**config.mk**
```make
export PLATFORM = sky130hd
export DESIGN_NAME = compare_window_monitor_flat
export DESIGN_NICKNAME = d
export VERILOG_FILES = /design/src/rtl/compare_window_monitor_if.sv /design/src/rtl/compare_window_monitor.sv /design/src/flat_wrapper.sv
export SDC_FILE = /design/constraint.sdc
export NUM_CORES = 1
export LEC_CHECK = 0
export BUFFER_PORTS_ARGS = -buffer_cell sky130_fd_sc_hd__buf_2
export CAP_MARGIN = 25
export CORE_MARGIN = 4
export CORE_UTILIZATION = 29
export CTS_CLUSTER_DIAMETER = 50
export DETAILED_ROUTE_END_ITERATION = 10
export GPL_TIMING_DRIVEN = 0
export PLACE_DENSITY = 0.57
export SYNTH_ARGS = -nofsm -noshare
export SYNTH_HDL_FRONTEND = slang
export SYNTH_SLANG_ARGS = --single-unit
export TNS_END_PERCENT = 1
```
**constraint.sdc**
```tcl
create_clock -name clk -period 4.7 [get_ports clk]
set_clock_uncertainty 0.1 [all_clocks]
set_input_delay 0.94 -clock clk [delete_from_list [all_inputs] [get_ports clk]]
set_output_delay 0.94 -clock clk [all_outputs]
set_load 0.02 [all_outputs]
```
**src/rtl/compare_window_monitor_if.sv**
```systemverilog
// rtl/compare_window_monitor_if.sv - sample and report handshake bundle for compare_window_monitor
interface compare_window_monitor_if #(
    parameter int WIDTH = 4,
    parameter int CNT_W = 8
);
    logic             in_valid;
    logic             in_ready;
    logic [WIDTH-1:0] in1;
    logic [WIDTH-1:0] in2;
    logic             less;
    logic             equal;
    logic             bigger;
    logic             out_valid;
    logic             out_ready;
    logic [CNT_W-1:0] cnt_less;
    logic [CNT_W-1:0] cnt_equal;
    logic [CNT_W-1:0] cnt_bigger;
    logic [WIDTH-1:0] max_in1;
    logic             err_flags;
    logic             err_cmp;

    modport master (
        output in_valid, in1, in2, less, equal, bigger, out_ready,
        input  in_ready, out_valid, cnt_less, cnt_equal, cnt_bigger, max_in1, err_flags, err_cmp
    );

    modport slave (
        input  in_valid, in1, in2, less, equal, bigger, out_ready,
        output in_ready, out_valid, cnt_less, cnt_equal, cnt_bigger, max_in1, err_flags, err_cmp
    );
endinterface

```
**src/rtl/compare_window_monitor.sv**
```systemverilog
// rtl/compare_window_monitor.sv - windowed statistics over compare samples; CMP_CHECK_EN adds a relation recheck
module compare_window_monitor #(
    parameter int WIDTH  = 4,
    parameter int WINDOW = 16,
    parameter int CNT_W  = 8
) (
    input  logic                      clk,
    input  logic                      rst_n,
    input  logic                      clear,
    compare_window_monitor_if.slave   bus
);
    localparam int SCNT_W = $clog2(WINDOW + 1);

    typedef enum logic {
        ACCUM  = 1'b0,
        REPORT = 1'b1
    } state_t;

    state_t state_q;
    state_t state_nxt;

    logic [SCNT_W-1:0] sample_cnt;
    logic [CNT_W-1:0]  cnt_less_q;
    logic [CNT_W-1:0]  cnt_equal_q;
    logic [CNT_W-1:0]  cnt_bigger_q;
    logic [WIDTH-1:0]  max_q;
    logic              err_flags_q;
    logic              in_ready_c;
    logic              out_valid_c;
    logic              accept;
    logic              last_sample;
    logic              report_done;
    logic [2:0]        flags;
    logic              flags_bad;

    function automatic logic [CNT_W-1:0] sat_inc(input logic [CNT_W-1:0] v);
        return (&v) ? v : v + CNT_W'(1);
    endfunction

    assign flags       = {bus.less, bus.equal, bus.bigger};
    assign flags_bad   = !((flags == 3'b100) || (flags == 3'b010) || (flags == 3'b001));
    assign accept      = bus.in_valid & in_ready_c;
    assign last_sample = (sample_cnt == SCNT_W'(WINDOW - 1));
    assign report_done = out_valid_c & bus.out_ready;

    always_ff @(posedge clk or negedge rst_n) begin
        if (!rst_n) begin
            state_q <= ACCUM;
        end else begin
            state_q <= state_nxt;
        end
    end

    always_comb begin
        state_nxt   = state_q;
        in_ready_c  = 1'b0;
        out_valid_c = 1'b0;
        case (state_q)
            ACCUM: begin
                in_ready_c = 1'b1;
                if (bus.in_valid && last_sample) begin
                    state_nxt = REPORT;
                end
            end
            REPORT: begin
                out_valid_c = 1'b1;
                if (bus.out_ready) begin
                    state_nxt = ACCUM;
                end
            end
            default: state_nxt = ACCUM;
        endcase
        // clear outranks both the closing accept and the report handshake
        if (clear) begin
            state_nxt = ACCUM;
        end
    end

    always_ff @(posedge clk or negedge rst_n) begin
        if (!rst_n) begin
            sample_cnt   <= '0;
            cnt_less_q   <= '0;
            cnt_equal_q  <= '0;
            cnt_bigger_q <= '0;
            max_q        <= '0;
            err_flags_q  <= 1'b0;
        end else if (clear) begin
            sample_cnt   <= '0;
            cnt_less_q   <= '0;
            cnt_equal_q  <= '0;
            cnt_bigger_q <= '0;
            max_q        <= '0;
            err_flags_q  <= 1'b0;
        end else if (accept) begin
            sample_cnt <= sample_cnt + SCNT_W'(1);
            if (bus.less)   cnt_less_q   <= sat_inc(cnt_less_q);
            if (bus.equal)  cnt_equal_q  <= sat_inc(cnt_equal_q);
            if (bus.bigger) cnt_bigger_q <= sat_inc(cnt_bigger_q);
            if ((sample_cnt == '0) || (bus.in1 > max_q)) begin
                max_q <= bus.in1;
            end
            if (flags_bad) begin
                err_flags_q <= 1'b1;
            end
        end else if (report_done) begin
            // error flags are sticky across reports
            sample_cnt   <= '0;
            cnt_less_q   <= '0;
            cnt_equal_q  <= '0;
            cnt_bigger_q <= '0;
            max_q        <= '0;
        end
    end

`ifdef CMP_CHECK_EN
    logic       err_cmp_q;
    logic [2:0] relation;

    assign relation = {bus.in1 < bus.in2, bus.in1 == bus.in2, bus.in1 > bus.in2};

    always_ff @(posedge clk or negedge rst_n) begin
        if (!rst_n) begin
            err_cmp_q <= 1'b0;
        end else if (clear) begin
            err_cmp_q <= 1'b0;
        end else if (accept && (flags != relation)) begin
            err_cmp_q <= 1'b1;
        end
    end

    assign bus.err_cmp = err_cmp_q;
`else
    assign bus.err_cmp = 1'b0;
`endif

    assign bus.in_ready   = in_ready_c;
    assign bus.out_valid  = out_valid_c;
    assign bus.cnt_less   = cnt_less_q;
    assign bus.cnt_equal  = cnt_equal_q;
    assign bus.cnt_bigger = cnt_bigger_q;
    assign bus.max_in1    = max_q;
    assign bus.err_flags  = err_flags_q;
endmodule
```
**src/flat_wrapper.sv**
```systemverilog
// flat-port wrapper written by rule: the top's interface ports become plain ports
module compare_window_monitor_flat 
#(
    parameter int WIDTH  = 4,
    parameter int WINDOW = 16,
    parameter int CNT_W  = 8
)
  (clk, rst_n, clear, bus_in_valid, bus_in1, bus_in2, bus_less, bus_equal, bus_bigger, bus_out_ready, bus_in_ready, bus_out_valid, bus_cnt_less, bus_cnt_equal, bus_cnt_bigger, bus_max_in1, bus_err_flags, bus_err_cmp);
  compare_window_monitor_if #(.WIDTH(WIDTH), .CNT_W(CNT_W)) bus_i ();
  input  logic clk;
  input  logic rst_n;
  input  logic clear;
  input wire logic [$bits(bus_i.in_valid)-1:0] bus_in_valid;
  input wire logic [$bits(bus_i.in1)-1:0] bus_in1;
  input wire logic [$bits(bus_i.in2)-1:0] bus_in2;
  input wire logic [$bits(bus_i.less)-1:0] bus_less;
  input wire logic [$bits(bus_i.equal)-1:0] bus_equal;
  input wire logic [$bits(bus_i.bigger)-1:0] bus_bigger;
  input wire logic [$bits(bus_i.out_ready)-1:0] bus_out_ready;
  output wire logic [$bits(bus_i.in_ready)-1:0] bus_in_ready;
  output wire logic [$bits(bus_i.out_valid)-1:0] bus_out_valid;
  output wire logic [$bits(bus_i.cnt_less)-1:0] bus_cnt_less;
  output wire logic [$bits(bus_i.cnt_equal)-1:0] bus_cnt_equal;
  output wire logic [$bits(bus_i.cnt_bigger)-1:0] bus_cnt_bigger;
  output wire logic [$bits(bus_i.max_in1)-1:0] bus_max_in1;
  output wire logic [$bits(bus_i.err_flags)-1:0] bus_err_flags;
  output wire logic [$bits(bus_i.err_cmp)-1:0] bus_err_cmp;
  assign bus_i.in_valid = bus_in_valid;
  assign bus_i.in1 = bus_in1;
  assign bus_i.in2 = bus_in2;
  assign bus_i.less = bus_less;
  assign bus_i.equal = bus_equal;
  assign bus_i.bigger = bus_bigger;
  assign bus_i.out_ready = bus_out_ready;
  assign bus_in_ready = bus_i.in_ready;
  assign bus_out_valid = bus_i.out_valid;
  assign bus_cnt_less = bus_i.cnt_less;
  assign bus_cnt_equal = bus_i.cnt_equal;
  assign bus_cnt_bigger = bus_i.cnt_bigger;
  assign bus_max_in1 = bus_i.max_in1;
  assign bus_err_flags = bus_i.err_flags;
  assign bus_err_cmp = bus_i.err_cmp;
  compare_window_monitor #(.WIDTH(WIDTH), .WINDOW(WINDOW), .CNT_W(CNT_W)) u_core (.clk(clk), .rst_n(rst_n), .clear(clear), .bus(bus_i));
endmodule
```
* Yosys cells after proc, flatten, opt, wreduce, memory -nomap -nowiden
Index checks and enable logic that the tools add are counted.
Storage, ports and cells: register bits after elaboration 35, logic and storage cells 71
Operators by class: $add $sub $neg 4, magnitude comparators 1, equal/unequal tests 12, mux-type cells 29, bitwise gates (word level) 3, reductions and logical operators 15
Operators by type and width (number):
- $mux 8 | 13
- $add 8x1->8 const B | 3
- $reduce_and 8->1 | 3
- $ne 3x3->1 const B | 7
- $mux 4 | 4
- $mux 5 | 3
- $reduce_and 3->1 | 3
- $mux 1 | 8
- $add 5x1->5 const B | 1
- $eq 5x4->1 const B | 1
- $logic_not 5->1 | 1
- $gt 4x4->1 | 1
- $reduce_and 2->1 | 2
- $eq 3x1->1 const B | 1
- $eq 3x2->1 const B | 1
- $eq 3x3->1 const B | 1
- $logic_or 1x1->1 | 3
- $reduce_bool 3->1 | 1
- $and 1x1->1 | 2
- $ne 2x2->1 const B | 1
- $pmux 1 s2 | 1
- $reduce_bool 2->1 | 1
- $logic_and 1x1->1 | 1
- $not 1->1 | 1

* Depth between registers and ports, before layout
depth after elaboration 6, mapped depth 6

* Worst setup path after synthesis
No wires, ideal clock.
kind input -> register, start point input clear, end point register u_core.max_q[0] (netlist: u_core.bus.max_in1[0]), setup time 0.066 ns, data arrival time 1.967 ns, path slack 2.567 ns, stages on the path 5, path buffers 1, cell sequence or3b_1 > buf_2 > a211o_1 > o21bai_2 > a22o_1
On the way: cells in the longest elaborated chain, start to end 2, elaborated cells between the ends (all ways) 4, those cells by class 1 x eq/ne; 1 x mux; 2 x reduce/logical
Ends and longest elaborated chain:
- from (decl) | RTL line flat_wrapper.sv:12 | input logic clear;
- $ne 3x3->1 (no source line) or $reduce_bool 3->1 (tied branches)
- $reduce_and 2->1 (no source line)
- to (signal assigned) | RTL line compare_window_monitor.sv:100 | max_q <= bus.in1;
- to (decl) | RTL line compare_window_monitor.sv:26 | logic [WIDTH-1:0] max_q;
Parallel ways exist; a longest one is shown, timed or not. A chain may end at the register's enable or synchronous reset.

* Worst setup path in the final report
start point input clear, end point register u_core.cnt_less_q[5] (netlist: u_core.bus.cnt_less[5])
On the way: cells in the longest elaborated chain, start to end 2, elaborated cells between the ends (all ways) 5, those cells by class 2 x eq/ne; 1 x mux; 2 x reduce/logical
Ends and longest elaborated chain:
- $ne 3x3->1 (no source line) or $reduce_bool 3->1 (tied branches)
- $reduce_and 3->1 (no source line)
- to (signal assigned) | RTL line compare_window_monitor.sv:96 | if (bus.less) cnt_less_q <= sat_inc(cnt_less_q);
- to (decl) | RTL line compare_window_monitor.sv:23 | logic [CNT_W-1:0] cnt_less_q;
Parallel ways exist; a longest one is shown, timed or not.

==> metrics.md <==
| Metric | Value |
|---|---|
| Sink Count | `35` |
| Clock power frac | `41.7%` |
| Hold Buf Count CTS | `0` |
| Simple-gate area share of the yosys netlist | `19.2%` |
| Status | `complete, no violations` |
| RSZ-0062 raised after global routing | `false` |
| Routed vias/inst | `5.15` |
| Measured slew at the worst slew-check pin | `0.813 ns` |
| Post-cts gate resize count | `0` |
| Pre-CTS WS | `2.12 ns` |
| Main synth FF type | `dfrtp_1` |
| Int Pwr | `515 uW` |
| Hold WS | `0.433 ns` |
| Yosys cell types | `44` |
| Port Buffer Count | `41` |
| Row count | `30` |
| Endpoint type of the worst setup path | `flop` |
| Post-synth EDFFs | `0` |
| Share of layout cells above drive strength 1 | `22.2%` |
| Synth Area in Compound Gates | `22.7%` |
| Total CTS buffers | `5` |
| Worst path arrival time | `2.38 ns` |
| Clock transition at the registers of the reported paths | `0.08 ns` |
| Largest family of logic cells by synthesized area | `compound AO/OA/AOI/OAI gates` |
| XOR/XNOR Fraction of Synth Area | `0.855%` |
| Count leader, synth | `dfrtp_1` |
| Mux share of post-synthesis cell area | `2.99%` |
| Gr usage total | `13.1%` |
| Worst Path Max Fanout | `10` |
| DRC | `0` |
| MaxCap Viol Count | `0` |
| Final Hold Vio Count | `0` |
| Die area | `8470 um^2` |
| Adder-Cell Fraction of Synth Area | `6.11%` |
| Sw Share | `26.7%` |
| Setup violations, final | `0` |
| Psw | `187 uW` |
| Area leader, netlist | `dfrtp_1` |
| Initial Util | `30.0%` |
| Clock Latency Late Sink | `0.29 ns` |
| Slew Limit Fails | `0` |
| Initial antenna violation count | `0` |
| GR Overflow Total | `0` |
| Seq cells post-synth | `35` |
| Global-route wire length before repair | `8.98 mm` |
| Ports | `48` |
| Drt total wl | `5.26 mm` |
| Via count | `1866` |
| Syn_area_per_cell | `9.44 um^2` |
| Finished Layout Cells | `362` |
| ANT cells | `0` |
| Max Clk Rate | `441 MHz` |
| Initial DRC Count | `75` |
| Post-synth top cells | `35 x dfrtp_1, 18 x inv_1, 15 x nand2_1, 15 x o21ai_0, 11 x a31oi_1` |
| P&R area growth vs syn | `21.6%` |
| Die Ht | `92.0 um` |
| Synth Instances | `217` |
| HPWL after DPL | `3.71 mm` |
| Leakage Power | `1.18 nW` |
| Crit share post-route | `48.2%` |
| Top post-synthesis cells by area | `dfrtp_1 43%, ha_1 6.1%, o21ai_0 3.7%, a31oi_1 3.4%, inv_1 3.3%` |
| Yosys Warn Count | `0` |
| Clk root buf | `clkbuf_8` |
| Peak supply drop | `0.101 mV` |
| PD cells | `282 nW/um^2` |
| Layout Utilization | `36.5%` |
| CTS tree | `done` |
| Seq pwr share | `45.5%` |
| CP startpoint kind | `input port` |
| Net count after synthesis | `243` |
| Vias in the first global route | `1883` |
| Min-Delay Path Class | `reg2reg` |
| Placed Cells | `354` |
| Clock Path Buffers | `2` |
| Clock period minus worst slack | `2.27 ns` |
| Seq/Total Area, Yosys | `42.8%` |
| Slew HR | `45.8%` |
| DR pass1 iterations | `4` |
| Postcts setup bufs | `0` |
| Post-route antenna net violation count | `0` |
| Largest net degree at the start of global routing | `36` |
| Fraction of registers with async set/reset | `100%` |
| Cell Area, Synth | `2050 um^2` |
| Crit path kind | `in2reg` |
| DIE WIDTH | `92.0 um` |
| Gp weighted congestion | `0.787` |
| Setup TNS Final | `0 ns` |
| Gate power share | `12.8%` |
| Core area | `6830 um^2` |
| Layout net count | `291` |
| Critical Path RT | `4.81 ns` |
| Area share of the largest cell type after synthesis | `42.8%` |
| Setup WS post-layout | `2.43 ns` |
| Routed WL per cell | `14.5 um` |
| H-Tree Depth | `2` |
-- power groups by stage --
stage                     logic [mW]  registers [mW]  clock network [mW]
final                         0.0900           0.319               0.292
after CTS                     0.0921           0.320               0.301
after global placement        0.0904           0.325                   0
after global routing           0.101           0.322               0.314
after detailed placement      0.0914           0.326                   0
after floorplan               0.0469           0.334                   0
-- layout by cell type, fill, tap and decap left out, types with 2 or more instances in the layout --
master / n
nand3_1: 10
xor2_1: 2
nor4b_1: 2
nor2_1: 7
clkbuf_1: 4
a22o_1: 5
nor3_1: 7
inv_1: 18
a41oi_1: 5
nand4_1: 6
buf_2: 44
a221o_1: 3
a211o_1: 2
ha_1: 10
a31o_2: 2
nor2b_1: 3
clkbuf_8: 6
a21oi_1: 9
and2_1: 4
and3_1: 8
nand2_1: 15
nand4bb_1: 3
o21a_1: 5
a31oi_1: 11
o21ai_0: 15
dfrtp_1: 35
mux2i_1: 5
-- kinds of logic (layout without fill, tap and decap cells) --
logic type / count (synthesis) / in the layout
DFF: 35 / 35
other: 1 / 1
buffers and inverters: 26 / 75
and+or+nand+nor: 70 / 70
adders and majority gates: 10 / 10
muxes: 6 / 6
AOI/OAI and AO/OA: 67 / 67
xor gates and xnor gates: 2 / 2
-- registers in the layout, summed over array words and instances, names as in the netlist --
register / count
u_core.bus.cnt_bigger: 8
u_core.bus.cnt_equal: 8
u_core.bus.cnt_less: 8
u_core.bus.err_flags: 1
u_core.bus.max_in1: 4
u_core.sample_cnt: 5
u_core.state_q: 1
-- worst max-delay path, stage by stage --
cell     delay (ns)
buf_2          0.15
nor3b_2        0.39
buf_2          0.32
buf_2          0.30
nand2_1        0.09
a31oi_1        0.18
-- final timing paths --
path	from	depth (start not counted)	end	slack, ns
max in group asynchronous	rst_n	1	u_core.bus.cnt_bigger[1]$_DFFE_PN0P_	3.35
max	clear	6	u_core.bus.cnt_less[5]$_DFFE_PN0P_	2.43
min	u_core.bus.max_in1[1]$_DFFE_PN0P_	1	u_core.bus.max_in1[1]$_DFFE_PN0P_	0.43
min in group asynchronous	rst_n	1	u_core.bus.max_in1[0]$_DFFE_PN0P_	0.63
min reg2reg	u_core.bus.max_in1[1]$_DFFE_PN0P_	1	u_core.bus.max_in1[1]$_DFFE_PN0P_	0.43
max reg2reg	u_core.state_q$_DFF_PN0_	5	u_core.bus.cnt_less[5]$_DFFE_PN0P_	2.71
-- per-layer routing --
| metal | vias to the layer above | wire, um | global-route usage [%] |
|---|---|---|---|
| met3 | 2 | 322 | 4.10 |
| met5 | - | 0 | 0 |
| met4 | 0 | 24 | 2.97 |
| li1 | 911 | - | - |
| met2 | 54 | 2440 | 21.3 |
| met1 | 899 | 2480 | 16.9 |
-- cell type report --
class | count | area (um^2)
Multi-Input combinational cell | 156 | 1070
Inverter | 18 | 67.6
Fill cell | 747 | 4340
Buffer | 8 | 37.5
Sequential cell | 35 | 876
Tap cell | 96 | 120
Clock buffer | 6 | 82.6
Clock inverter | 2 | 35.0
Timing Repair Buffer | 41 | 205
-- per-stage QoR --
stage,area (um^2),power [mW]
floorplan,2050,0.381
global placement,2370,0.416
detailed placement,2370,0.417
CTS,2490,0.712
global route,2490,0.737
finish,2490,0.702
No activity file was read; power rests on OpenSTA's default activity.
